## src/rtl/arkanoid_pkg.sv

```systemverilog
// Shared geometry and FSM encoding for the Arkanoid ball/brick/paddle logic.
// All pixel coordinates are carried as 13-bit unsigned so ball-box edges never wrap.
package arkanoid_pkg;

  localparam int BALL_R     = 10;
  localparam int GRID_X0    = 256;
  localparam int GRID_Y0    = 96;
  localparam int BRICK_W    = 64;
  localparam int BRICK_H    = 24;
  localparam int PADDLE_W   = 128;
  localparam int PADDLE_Y   = 740;
  localparam int PADDLE_H   = 12;
  localparam int GRID_COLS  = 4;
  localparam int GRID_ROWS  = 4;
  localparam int SCREEN_W   = 1024;
  localparam int NUM_BRICKS = GRID_COLS * GRID_ROWS;

  localparam logic [3:0]  LAST_IDX = 4'(NUM_BRICKS - 1);
  localparam logic [11:0] RESET_X  = 12'd300;
  localparam logic [11:0] RESET_Y  = 12'd0;

  typedef enum logic [1:0] {
    ST_IDLE   = 2'd0,
    ST_SCAN   = 2'd1,
    ST_PADDLE = 2'd2,
    ST_COMMIT = 2'd3
  } coll_state_e;

  // Brick index i = row*4 + col, so col is idx[1:0] and row is idx[3:2].
  function automatic logic [12:0] brick_x0(input logic [3:0] idx);
    return 13'(GRID_X0) + 13'(BRICK_W) * {11'd0, idx[1:0]};
  endfunction

  function automatic logic [12:0] brick_y0(input logic [3:0] idx);
    return 13'(GRID_Y0) + 13'(BRICK_H) * {11'd0, idx[3:2]};
  endfunction

  function automatic logic [12:0] box_lo(input logic [11:0] p);
    return ({1'b0, p} < 13'(BALL_R)) ? 13'd0 : ({1'b0, p} - 13'(BALL_R));
  endfunction

  function automatic logic [12:0] box_hi(input logic [11:0] p);
    return {1'b0, p} + 13'(BALL_R);
  endfunction

endpackage

```

## src/rtl/ball_collision_det_if.sv

```systemverilog
// Position/paddle inputs and collision results exchanged between the game
// logic (master) and ball_collision_det (slave).
interface ball_collision_det_if;

  logic        new_game;
  logic [11:0] x_pos;
  logic [11:0] y_pos;
  logic [11:0] paddle_x;
  logic [15:0] collision_det;
  logic [15:0] coll_y_det;
  logic        paddle_hit;
  logic [15:0] brick_alive;
  logic        all_cleared;
  logic        scan_done;

  modport master (
    output new_game, x_pos, y_pos, paddle_x,
    input  collision_det, coll_y_det, paddle_hit, brick_alive, all_cleared, scan_done
  );

  modport slave (
    input  new_game, x_pos, y_pos, paddle_x,
    output collision_det, coll_y_det, paddle_hit, brick_alive, all_cleared, scan_done
  );

endinterface

```

## src/rtl/rect_overlap.sv

```systemverilog
// Inclusive-edge intersection of the ball box with one rectangle, plus whether
// the ball centre lies inside the rectangle's vertical span.
module rect_overlap (
  input  logic [12:0] bx0,
  input  logic [12:0] bx1,
  input  logic [12:0] by0,
  input  logic [12:0] by1,
  input  logic [12:0] cy,
  input  logic [12:0] rx0,
  input  logic [12:0] rx1,
  input  logic [12:0] ry0,
  input  logic [12:0] ry1,
  output logic        overlap,
  output logic        centre_in_yspan
);

  assign overlap = (bx0 <= rx1) && (bx1 >= rx0) && (by0 <= ry1) && (by1 >= ry0);
  assign centre_in_yspan = (cy >= ry0) && (cy <= ry1);

endmodule

```

## src/rtl/ball_collision_det.sv

```systemverilog
// Scans the 4x4 brick grid and the paddle against a latched ball position, one
// rectangle per cycle, and commits the hit vectors and brick-alive map together.
module ball_collision_det
  import arkanoid_pkg::*;
(
  input  logic                 pclk,
  input  logic                 reset_n,
  ball_collision_det_if.slave  bus
);

  coll_state_e state_r;
  logic [3:0]  idx_r;
  logic [11:0] lat_x_r;
  logic [11:0] lat_y_r;
  logic [15:0] scr_side_r;
  logic [15:0] scr_face_r;
  logic        scr_paddle_r;
  logic [15:0] coll_side_r;
  logic [15:0] coll_face_r;
  logic        paddle_hit_r;
  logic [15:0] alive_r;
  logic        all_cleared_r;
  logic        scan_done_r;

  logic [12:0] rx0_s, rx1_s, ry0_s, ry1_s;
  logic        ovl_s;
  logic        cy_in_s;
  logic        moved_s;
  logic        restart_s;
  logic [15:0] alive_next_s;

  assign moved_s      = (bus.x_pos != lat_x_r) || (bus.y_pos != lat_y_r);
  // A commit is never aborted; a move seen in COMMIT is picked up from IDLE.
  assign restart_s    = moved_s && (state_r != ST_COMMIT);
  assign alive_next_s = alive_r & ~(scr_side_r | scr_face_r);

  // Rectangle under test: the paddle in PADDLE, otherwise the brick at idx_r.
  always_comb begin
    rx0_s = brick_x0(idx_r);
    rx1_s = brick_x0(idx_r) + 13'(BRICK_W - 1);
    ry0_s = brick_y0(idx_r);
    ry1_s = brick_y0(idx_r) + 13'(BRICK_H - 1);
    case (state_r)
      ST_PADDLE: begin
        rx0_s = {1'b0, bus.paddle_x};
        rx1_s = {1'b0, bus.paddle_x} + 13'(PADDLE_W - 1);
        ry0_s = 13'(PADDLE_Y);
        ry1_s = 13'(PADDLE_Y + PADDLE_H - 1);
      end
      default: begin
        rx0_s = brick_x0(idx_r);
        rx1_s = brick_x0(idx_r) + 13'(BRICK_W - 1);
        ry0_s = brick_y0(idx_r);
        ry1_s = brick_y0(idx_r) + 13'(BRICK_H - 1);
      end
    endcase
  end

  rect_overlap u_rect_overlap (
    .bx0             (box_lo(lat_x_r)),
    .bx1             (box_hi(lat_x_r)),
    .by0             (box_lo(lat_y_r)),
    .by1             (box_hi(lat_y_r)),
    .cy              ({1'b0, lat_y_r}),
    .rx0             (rx0_s),
    .rx1             (rx1_s),
    .ry0             (ry0_s),
    .ry1             (ry1_s),
    .overlap         (ovl_s),
    .centre_in_yspan (cy_in_s)
  );

  // Scan FSM with scratch accumulation and registered result outputs.
  always_ff @(posedge pclk or negedge reset_n) begin
    if (!reset_n) begin
      state_r       <= ST_IDLE;
      idx_r         <= 4'd0;
      lat_x_r       <= RESET_X;
      lat_y_r       <= RESET_Y;
      scr_side_r    <= 16'h0000;
      scr_face_r    <= 16'h0000;
      scr_paddle_r  <= 1'b0;
      coll_side_r   <= 16'h0000;
      coll_face_r   <= 16'h0000;
      paddle_hit_r  <= 1'b0;
      alive_r       <= 16'hFFFF;
      all_cleared_r <= 1'b0;
      scan_done_r   <= 1'b0;
    end else if (bus.new_game) begin
      // Latched position is deliberately kept so only a real move rescans.
      state_r       <= ST_IDLE;
      idx_r         <= 4'd0;
      scr_side_r    <= 16'h0000;
      scr_face_r    <= 16'h0000;
      scr_paddle_r  <= 1'b0;
      coll_side_r   <= 16'h0000;
      coll_face_r   <= 16'h0000;
      paddle_hit_r  <= 1'b0;
      alive_r       <= 16'hFFFF;
      all_cleared_r <= 1'b0;
      scan_done_r   <= 1'b0;
    end else begin
      scan_done_r <= 1'b0;
      if (restart_s) begin
        lat_x_r      <= bus.x_pos;
        lat_y_r      <= bus.y_pos;
        scr_side_r   <= 16'h0000;
        scr_face_r   <= 16'h0000;
        scr_paddle_r <= 1'b0;
        idx_r        <= 4'd0;
        state_r      <= ST_SCAN;
      end else begin
        case (state_r)
          ST_IDLE: begin
            state_r <= ST_IDLE;
          end
          ST_SCAN: begin
            if (ovl_s && alive_r[idx_r]) begin
              if (cy_in_s) begin
                scr_side_r[idx_r] <= 1'b1;
              end else begin
                scr_face_r[idx_r] <= 1'b1;
              end
            end
            if (idx_r == LAST_IDX) begin
              state_r <= ST_PADDLE;
            end else begin
              idx_r <= idx_r + 4'd1;
            end
          end
          ST_PADDLE: begin
            scr_paddle_r <= ovl_s;
            state_r      <= ST_COMMIT;
          end
          ST_COMMIT: begin
            coll_side_r   <= scr_side_r;
            coll_face_r   <= scr_face_r;
            paddle_hit_r  <= scr_paddle_r;
            alive_r       <= alive_next_s;
            all_cleared_r <= (alive_next_s == 16'h0000);
            scan_done_r   <= 1'b1;
            state_r       <= ST_IDLE;
          end
          default: begin
            state_r <= ST_IDLE;
          end
        endcase
      end
    end
  end

  assign bus.collision_det = coll_side_r;
  assign bus.coll_y_det    = coll_face_r;
  assign bus.paddle_hit    = paddle_hit_r;
  assign bus.brick_alive   = alive_r;
  assign bus.all_cleared   = all_cleared_r;
  assign bus.scan_done     = scan_done_r;

endmodule

```

## src/flat_wrapper.sv

```systemverilog
// flat-port wrapper written by rule: the top's interface ports become plain ports
module ball_collision_det_flat import arkanoid_pkg::*;
  (pclk, reset_n, bus_new_game, bus_x_pos, bus_y_pos, bus_paddle_x, bus_collision_det, bus_coll_y_det, bus_paddle_hit, bus_brick_alive, bus_all_cleared, bus_scan_done);
  ball_collision_det_if bus_i ();
  input  logic pclk;
  input  logic reset_n;
  input wire logic [$bits(bus_i.new_game)-1:0] bus_new_game;
  input wire logic [$bits(bus_i.x_pos)-1:0] bus_x_pos;
  input wire logic [$bits(bus_i.y_pos)-1:0] bus_y_pos;
  input wire logic [$bits(bus_i.paddle_x)-1:0] bus_paddle_x;
  output wire logic [$bits(bus_i.collision_det)-1:0] bus_collision_det;
  output wire logic [$bits(bus_i.coll_y_det)-1:0] bus_coll_y_det;
  output wire logic [$bits(bus_i.paddle_hit)-1:0] bus_paddle_hit;
  output wire logic [$bits(bus_i.brick_alive)-1:0] bus_brick_alive;
  output wire logic [$bits(bus_i.all_cleared)-1:0] bus_all_cleared;
  output wire logic [$bits(bus_i.scan_done)-1:0] bus_scan_done;
  assign bus_i.new_game = bus_new_game;
  assign bus_i.x_pos = bus_x_pos;
  assign bus_i.y_pos = bus_y_pos;
  assign bus_i.paddle_x = bus_paddle_x;
  assign bus_collision_det = bus_i.collision_det;
  assign bus_coll_y_det = bus_i.coll_y_det;
  assign bus_paddle_hit = bus_i.paddle_hit;
  assign bus_brick_alive = bus_i.brick_alive;
  assign bus_all_cleared = bus_i.all_cleared;
  assign bus_scan_done = bus_i.scan_done;
  ball_collision_det u_core (.pclk(pclk), .reset_n(reset_n), .bus(bus_i));
endmodule
```

## config.mk

```make
export PLATFORM = sky130hd
export DESIGN_NAME = ball_collision_det_flat
export DESIGN_NICKNAME = d
export VERILOG_FILES = /design/src/rtl/arkanoid_pkg.sv /design/src/rtl/ball_collision_det_if.sv /design/src/rtl/rect_overlap.sv /design/src/rtl/ball_collision_det.sv /design/src/flat_wrapper.sv
export SDC_FILE = /design/constraint.sdc
export NUM_CORES = 1
export LEC_CHECK = 0
export ABC_AREA = 1
export CAP_MARGIN = 0
export CORE_ASPECT_RATIO = 0.7
export CORE_MARGIN = 5
export CORE_UTILIZATION = 59
export DETAILED_ROUTE_END_ITERATION = 7
export PLACE_DENSITY = 0.94
export SLEW_MARGIN = 20
export SYNTH_ARGS = -nofsm -noshare
export SYNTH_HDL_FRONTEND = slang
export SYNTH_HIERARCHICAL = 1
export SYNTH_SLANG_ARGS = --single-unit
```

## constraint.sdc

```tcl
create_clock -name pclk -period 4.45 [get_ports pclk]
set_input_delay 0.89 -clock pclk [delete_from_list [all_inputs] [get_ports pclk]]
set_output_delay 0.89 -clock pclk [all_outputs]
set_load 0.05 [all_outputs]
```

Word level (Yosys, flattened, before mapping)
Index checks and enable logic that the tools add are counted.
{ "word_totals": {"latch_bits": 0, "regBits": 114, "mem_count": 0, "rom_bits": 0, "word_cells": 121, "output_inout_bits": 51, "input_bits": 39, "ram_bits": 0} }
{ "op_classes": {"n_bitwise": 6, "order_cmp": 10, "muxes": 49, "div_mod_pow": 0, "shifts": 0, "n_addsub": 10, "n_eq_ne": 11, "n_reduce_logical": 21, "mul": 1} }
{ "ops": {"columns": ["op", "count"], "rows": [
  ["$mux 16", 19],
  ["$mux 13", 6],
  ["$or 16x16->16", 3],
  ["$add 12x4->13 const B", 2],
  ["$ge 13x13->1", 2],
  ["$le 13x13->1", 2],
  ["$sub 12x4->13 const B", 2],
  ["$lt 12x4->1 const B", 2],
  ["$ne 12x12->1", 2],
  ["$and 16x16->16", 1],
  ["$logic_not 16->1", 1],
  ["$mux 4", 4],
  ["$not 16->16", 1],
  ["$mux 1", 14],
  ["$add 12x7->13 const B", 1],
  ["$add 13x5->13 const B", 1],
  ["$add 13x6->13 const B", 1],
  ["$ge 12x13->1", 1],
  ["$le 12x13->1", 1],
  ["$reduce_bool 3->1", 4],
  ["$add 9x8->10 const A", 1],
  ["$add 7x7->8 const A", 1],
  ["$logic_and 1x1->1", 7],
  ["$mux 2", 3],
  ["21 further kinds", 26]
]} }

Longest topological paths before layout
{ "logic_depth": {"depth_word": 12, "mapped_depth": 25, "depth_no_buf": 23} }

Cells and area by module
Netlist, hierarchy kept.
{ "by_module_without_submodules": {"columns": ["module", "area_per_inst_um2", "instances", "cells_each", "seq_area_each_um2"], "rows": [
  ["ball_collision_det", 6857.8, 1, 914, 2877.8],
  ["rect_overlap", 2054.5, 1, 333, 0.0]
]} }

Worst setup path before layout
OpenSTA, ideal clock, no wires.
{ "synth_path": {"path_kind": "input port to flip-flop", "startpoint": "input port bus_paddle_x[0]", "endpoint": "register u_core.scr_face_r[0]", "path_slack_ns": 1.081, "arrival_ns": 3.296, "setup_time_ns": 0.073, "cell_stages": 22, "path_buffers": 2, "required_time_ns": 4.377, "path_cell_list": "inv_1 > ha_1 > nand2_1 > nor2_1 > inv_1 > nor2_1 > nor3_1 > nor3_1 > inv_1 > ha_1 > nand2_1 > nor2_4 > inv_2 > nor2_4 > nand3_1 > nand2_1 > nand3_1 > nor2_1 > buf_1 > clkbuf_1 > nand4_1 > a21oi_2"} }
{ "synth_between": {"elab_chain_cells": 9, "word_cells_on_any_way": 11, "cone_classes": "1 x add/sub; 2 x order compare; 2 x mux; 6 x reduce/logical"} }
{ "synth_rtl": {"columns": ["item", "line_no", "text"], "rows": [
  ["start: declaration", "flat_wrapper.sv:10", "input wire logic [$bits(bus_i.paddle_x)-1:0] bus_paddle_x;"],
  ["$add 12x7->13", "ball_collision_det.sv:46", "rx1_s = {1'b0, bus.paddle_x} + 13'(PADDLE_W - 1);"],
  ["$mux 13", "ball_collision_det.sv:43", "case (state_r)"],
  ["net u_core.rx1_s[10]", "ball_collision_det.sv:25", "logic [12:0] rx0_s, rx1_s, ry0_s, ry1_s;"],
  ["$le 13x13->1", "rect_overlap.sv:17", "assign overlap = (bx0 <= rx1) && (bx1 >= rx0) && (by0 <= ry1) && (by1 >= ry0);"],
  ["$logic_and 1x1->1 (3 in series)", "rect_overlap.sv:17", null],
  ["net u_core.ovl_s", "ball_collision_det.sv:26", "logic ovl_s;"],
  ["$logic_and 1x1->1", "ball_collision_det.sv:118", "if (ovl_s && alive_r[idx_r]) begin"],
  ["$reduce_bool 3->1 (no source line)", null, null],
  ["$reduce_and 3->1 (no source line)", null, null],
  ["end signal: assignment", "ball_collision_det.sv:94", "scr_face_r <= 16'h0000;"],
  ["end signal: assignment", "ball_collision_det.sv:108", "scr_face_r <= 16'h0000;"],
  ["end signal: indexed assignment", "ball_collision_det.sv:122", "scr_face_r[idx_r] <= 1'b1;"],
  ["end: declaration", "ball_collision_det.sv:16", "logic [15:0] scr_face_r;"]
]} }
The timed path passes the listed nets, and every way through them passes these cells.
A chain may end at the register's enable or synchronous reset.

Worst setup path after layout
{ "layout_path": {"startpoint": "register u_core.state_r[0]", "endpoint": "register u_core.scr_side_r[4]"} }
{ "layout_between": {"word_cells_on_any_way": 25, "cone_classes": "6 x order compare; 3 x eq/ne; 6 x mux; 10 x reduce/logical"} }
{ "layout_rtl": {"columns": ["item", "line_no", "text"], "rows": [
  ["start: declaration", "ball_collision_det.sv:11", "coll_state_e state_r;"],
  ["start signal: assignment", "ball_collision_det.sv:76", "state_r <= ST_IDLE;"],
  ["start signal: assignment", "ball_collision_det.sv:91", "state_r <= ST_IDLE;"],
  ["start signal: assignment", "ball_collision_det.sv:111", "state_r <= ST_SCAN;"],
  ["$eq 2x2->1", "ball_collision_det.sv:43", null],
  ["$mux 13", "ball_collision_det.sv:43", null],
  ["net u_core.ry0_s[2]", "ball_collision_det.sv:25", null],
  ["$ge 12x13->1", "rect_overlap.sv:18", "assign centre_in_yspan = (cy >= ry0) && (cy <= ry1);"],
  ["$logic_and 1x1->1", "rect_overlap.sv:18", null],
  ["net u_core.cy_in_s", "ball_collision_det.sv:27", "logic cy_in_s;"],
  ["$reduce_bool 3->1 (no source line)", null, null],
  ["$reduce_and 3->1 (no source line)", null, null],
  ["end signal: assignment", "ball_collision_det.sv:80", "scr_side_r <= 16'h0000;"],
  ["end signal: assignment", "ball_collision_det.sv:93", "scr_side_r <= 16'h0000;"],
  ["end signal: assignment", "ball_collision_det.sv:107", "scr_side_r <= 16'h0000;"],
  ["end: declaration", "ball_collision_det.sv:15", "logic [15:0] scr_side_r;"]
]} }
The timed path passes the listed nets, and every way through them passes these cells.

==> results.cfg <==
[critical_path]
critPathMaxFanout = 16
crit_end = u_core/scr_side_r[4]
reg2reg_depth = 17
rr_endpoint = u_core/scr_side_r[4]
crit_arrival_ns = 4.15
startpoint = u_core/state_r[0]
crit_path_start_kind = flop
cp_data_required_time_ns = 4.77
critPathCaptureType = flop
rrSetupSlack_ns = 0.62
worstSetupPathType = flop to flop
reg2reg_from = u_core/state_r[0]

[sta]
tns_ns = 0
setup_viol = 0
rsz0062_at_grt = false
tightestPinTransition_ns = 1.05
fin_ws_ns = 0.621
worst_clock_skew_ns = 0.0104
post-route-min-period_ns = 3.83
hold_viol_final = 0
post-route-period-util_pct = 86.1
max_slew_margin_pct = 29.5
clock.fmax_ghz = 0.261
slew_violations = 0

[cells_and_area]
drive_above_1_share_pct = 8.88
area_growth_syn_to_layout_pct = 17.7
diodes = 0
fillers = 1087
final_util_pct = 71.0
nNetsFinal = 1474

[placed_design]
hpwl_mm = 17.8
pre_cts_ws_ns = 0.332
port_buffers = 89
gp_congestion = 0.909

[floorplan]
die_w_um = 157
start_util_pct = 60.3
num_io_pins = 90
die_y_um = 113
rows = 37
die_area_sq_mm = 0.0177
core-area_sq_mm = 0.0148

[cts]
clockBufferDepth = 2
root_buffer = clkbuf_16
clock_sink_count = 114
cts_hold_buffers = 0
cts.clk_slew.worst_paths_ns = 0.06
tritoncts = yes
cts_buffers = 17
clock_latency_ns = 0.42
post_cts_resized = 0
cts.htree.levels = 4
cts_setup_buffers = 0

[pwr]
p_comb_share_pct = 20.3
netSwitchingPower_w = 0.000989
power_leakage_nw = 5.25
peakVddDrop_v = 0.000282
p_clk_share_pct = 42.7
power.total_w = 0.00307
switching_share_pct = 32.3
seqPwrFrac_pct = 37.0
p_int_w = 0.00208
power_density_mw_per_mm2 = 292

[routing]
postRouteAntennaNets = 0
wl_per_cell_um = 16.0
vias_per_cell = 5.68
wirelength_mm = 24.7
vias = 8792
drt_iter0_drc = 851
drt-pass1-iter-count = 7
drc = 0

[logic_synthesis]
ys_warn_count = 6
avgSynthCellArea_sq_um = 7.15
syn-cell-area_sq_mm = 0.00891
seq_area_frac_synth_pct = 32.3
synth_edf_count = 0
yosysTopAreaCell = dfrtp_1
post-synth-top-area-fraction_pct = 26.4
yosys-top-cells-area = dfrtp_1, ha_1, nand2_1
async_flop_share_pct = 100
synthTopCellsByCount = nand2_1, inv_1, ha_1
synth.most_common_cell = nand2_1
synth_cells = 1247
synthFlopType = dfrtp_1
ys_types = 41
synth-seq-cells = 114

[global_route]
grt_pass1_vias = 8458
grt_max_degree = 68
grtUsageTotal_pct = 28.3
overflow = 0
grt_pass1_wl_mm = 40.7
antenna_found_initial = 0

[hold_path]
min_delay_path_depth = 1
hp-class = flop to flop

[run_status]
status = finished clean

[job]
drv_cap = 0
## sequential cells by signal (all words and copies together) (netlist names), 2 cells and up
name                      count
u_core/bus.coll_y_det        16
u_core/bus.brick_alive       16
u_core/idx_r                  4
u_core/scr_face_r            16
u_core/state_r                2
u_core/scr_side_r            16
u_core/lat_y_r               12
u_core/bus.collision_det     16
u_core/lat_x_r               12
## kinds of logic (layout without fill, tap and decap cells)
group                    Yosys count  count (layout)  share of synthesized area [%]
other                              2              18                         0.0843
XOR/XNOR                          30              30                           2.95
AND/OR/NAND/NOR                  533             533                           25.8
adder cells (fa/ha/maj)           96              96                           13.5
flip-flops                       114             114                           32.3
buffers and inverters            276             365                           12.6
AO/OA/AOI/OAI                    196             196                           12.8
## final cells by class
type / instances / area, sq um / area share (%)
multi-input combinational: 873 / 4980 / 47.4
sequential: 114 / 2880 / 27.4
timing repair buffer: 97 / 948 / 9.04
inverter: 236 / 886 / 8.44
clock buffer: 17 / 425 / 4.05
tap: 195 / 244 / 2.33
clock inverter: 15 / 134 / 1.28
## worst min path at each step
stage                                     start                         end  slack [ns]
after global placement    u_core/scr_face_r[10]  u_core/bus.brick_alive[10]        0.42
after global routing       u_core/scr_face_r[0]   u_core/bus.brick_alive[0]        0.46
after CTS                 u_core/scr_face_r[10]  u_core/bus.brick_alive[10]        0.44
after detailed placement  u_core/scr_face_r[10]  u_core/bus.brick_alive[10]        0.43
after floorplan           u_core/scr_face_r[10]  u_core/bus.brick_alive[10]        0.40
final                      u_core/scr_face_r[0]   u_core/bus.brick_alive[0]        0.45
## critical path: stages (launching register included)
cell,delay [ns]
dfrtp_1,0.45
inv_1,0.12
ha_1,0.45
inv_1,0.38
nand2_1,0.19
inv_1,0.09
ha_1,0.29
nand2_1,0.07
o21ai_0,0.13
a21oi_1,0.24
nand2_1,0.08
nand2_1,0.09
nand2_1,0.07
inv_1,0.07
nand2_1,0.05
inv_1,0.46
nand4_1,0.24
a21oi_1,0.26
## power groups by stage
stage | logic (W) | registers (W) | clock network (W)
after floorplan | 0.000395 | 0.00116 | 0
after global placement | 0.000573 | 0.00115 | 0
after detailed placement | 0.000600 | 0.00115 | 0
after CTS | 0.000608 | 0.00113 | 0.00132
after global routing | 0.000695 | 0.00114 | 0.00137
final | 0.000622 | 0.00113 | 0.00131
## cell usage in the layout (no fill, tap or decap), types with 31 or more instances in the layout
cell type	Yosys	routed
a21oi_1	54	54
nand2_1	303	303
nand3_1	42	42
nand4_1	46	46
nor3_1	31	31
dfrtp_1	94	94
o21ai_0	94	94
inv_1	225	225
clkdlybuf4s50_1	0	88
ha_1	96	96
nor2_1	91	89
## layer usage
metal  vias to the layer above  wire length, um  track usage, %
met5                         -                0               0
met4                         0              655            9.31
met3                        86             2560            7.84
met2                       477            11000            45.1
met1                      4074            10500            37.6
li1                       4155                -               -
## through the flow
step | std cells | hold WS (ns) | area [sq um]
finish | 1547 | 0.452 | 10500
global route | 1547 | 0.461 | 10500
CTS | 1547 | 0.438 | 10500
detailed placement | 1515 | 0.425 | 9930
global placement | 1515 | 0.416 | 9930
floorplan | 1263 | 0.403 | 8970
Power figures use the tool's default switching activity.
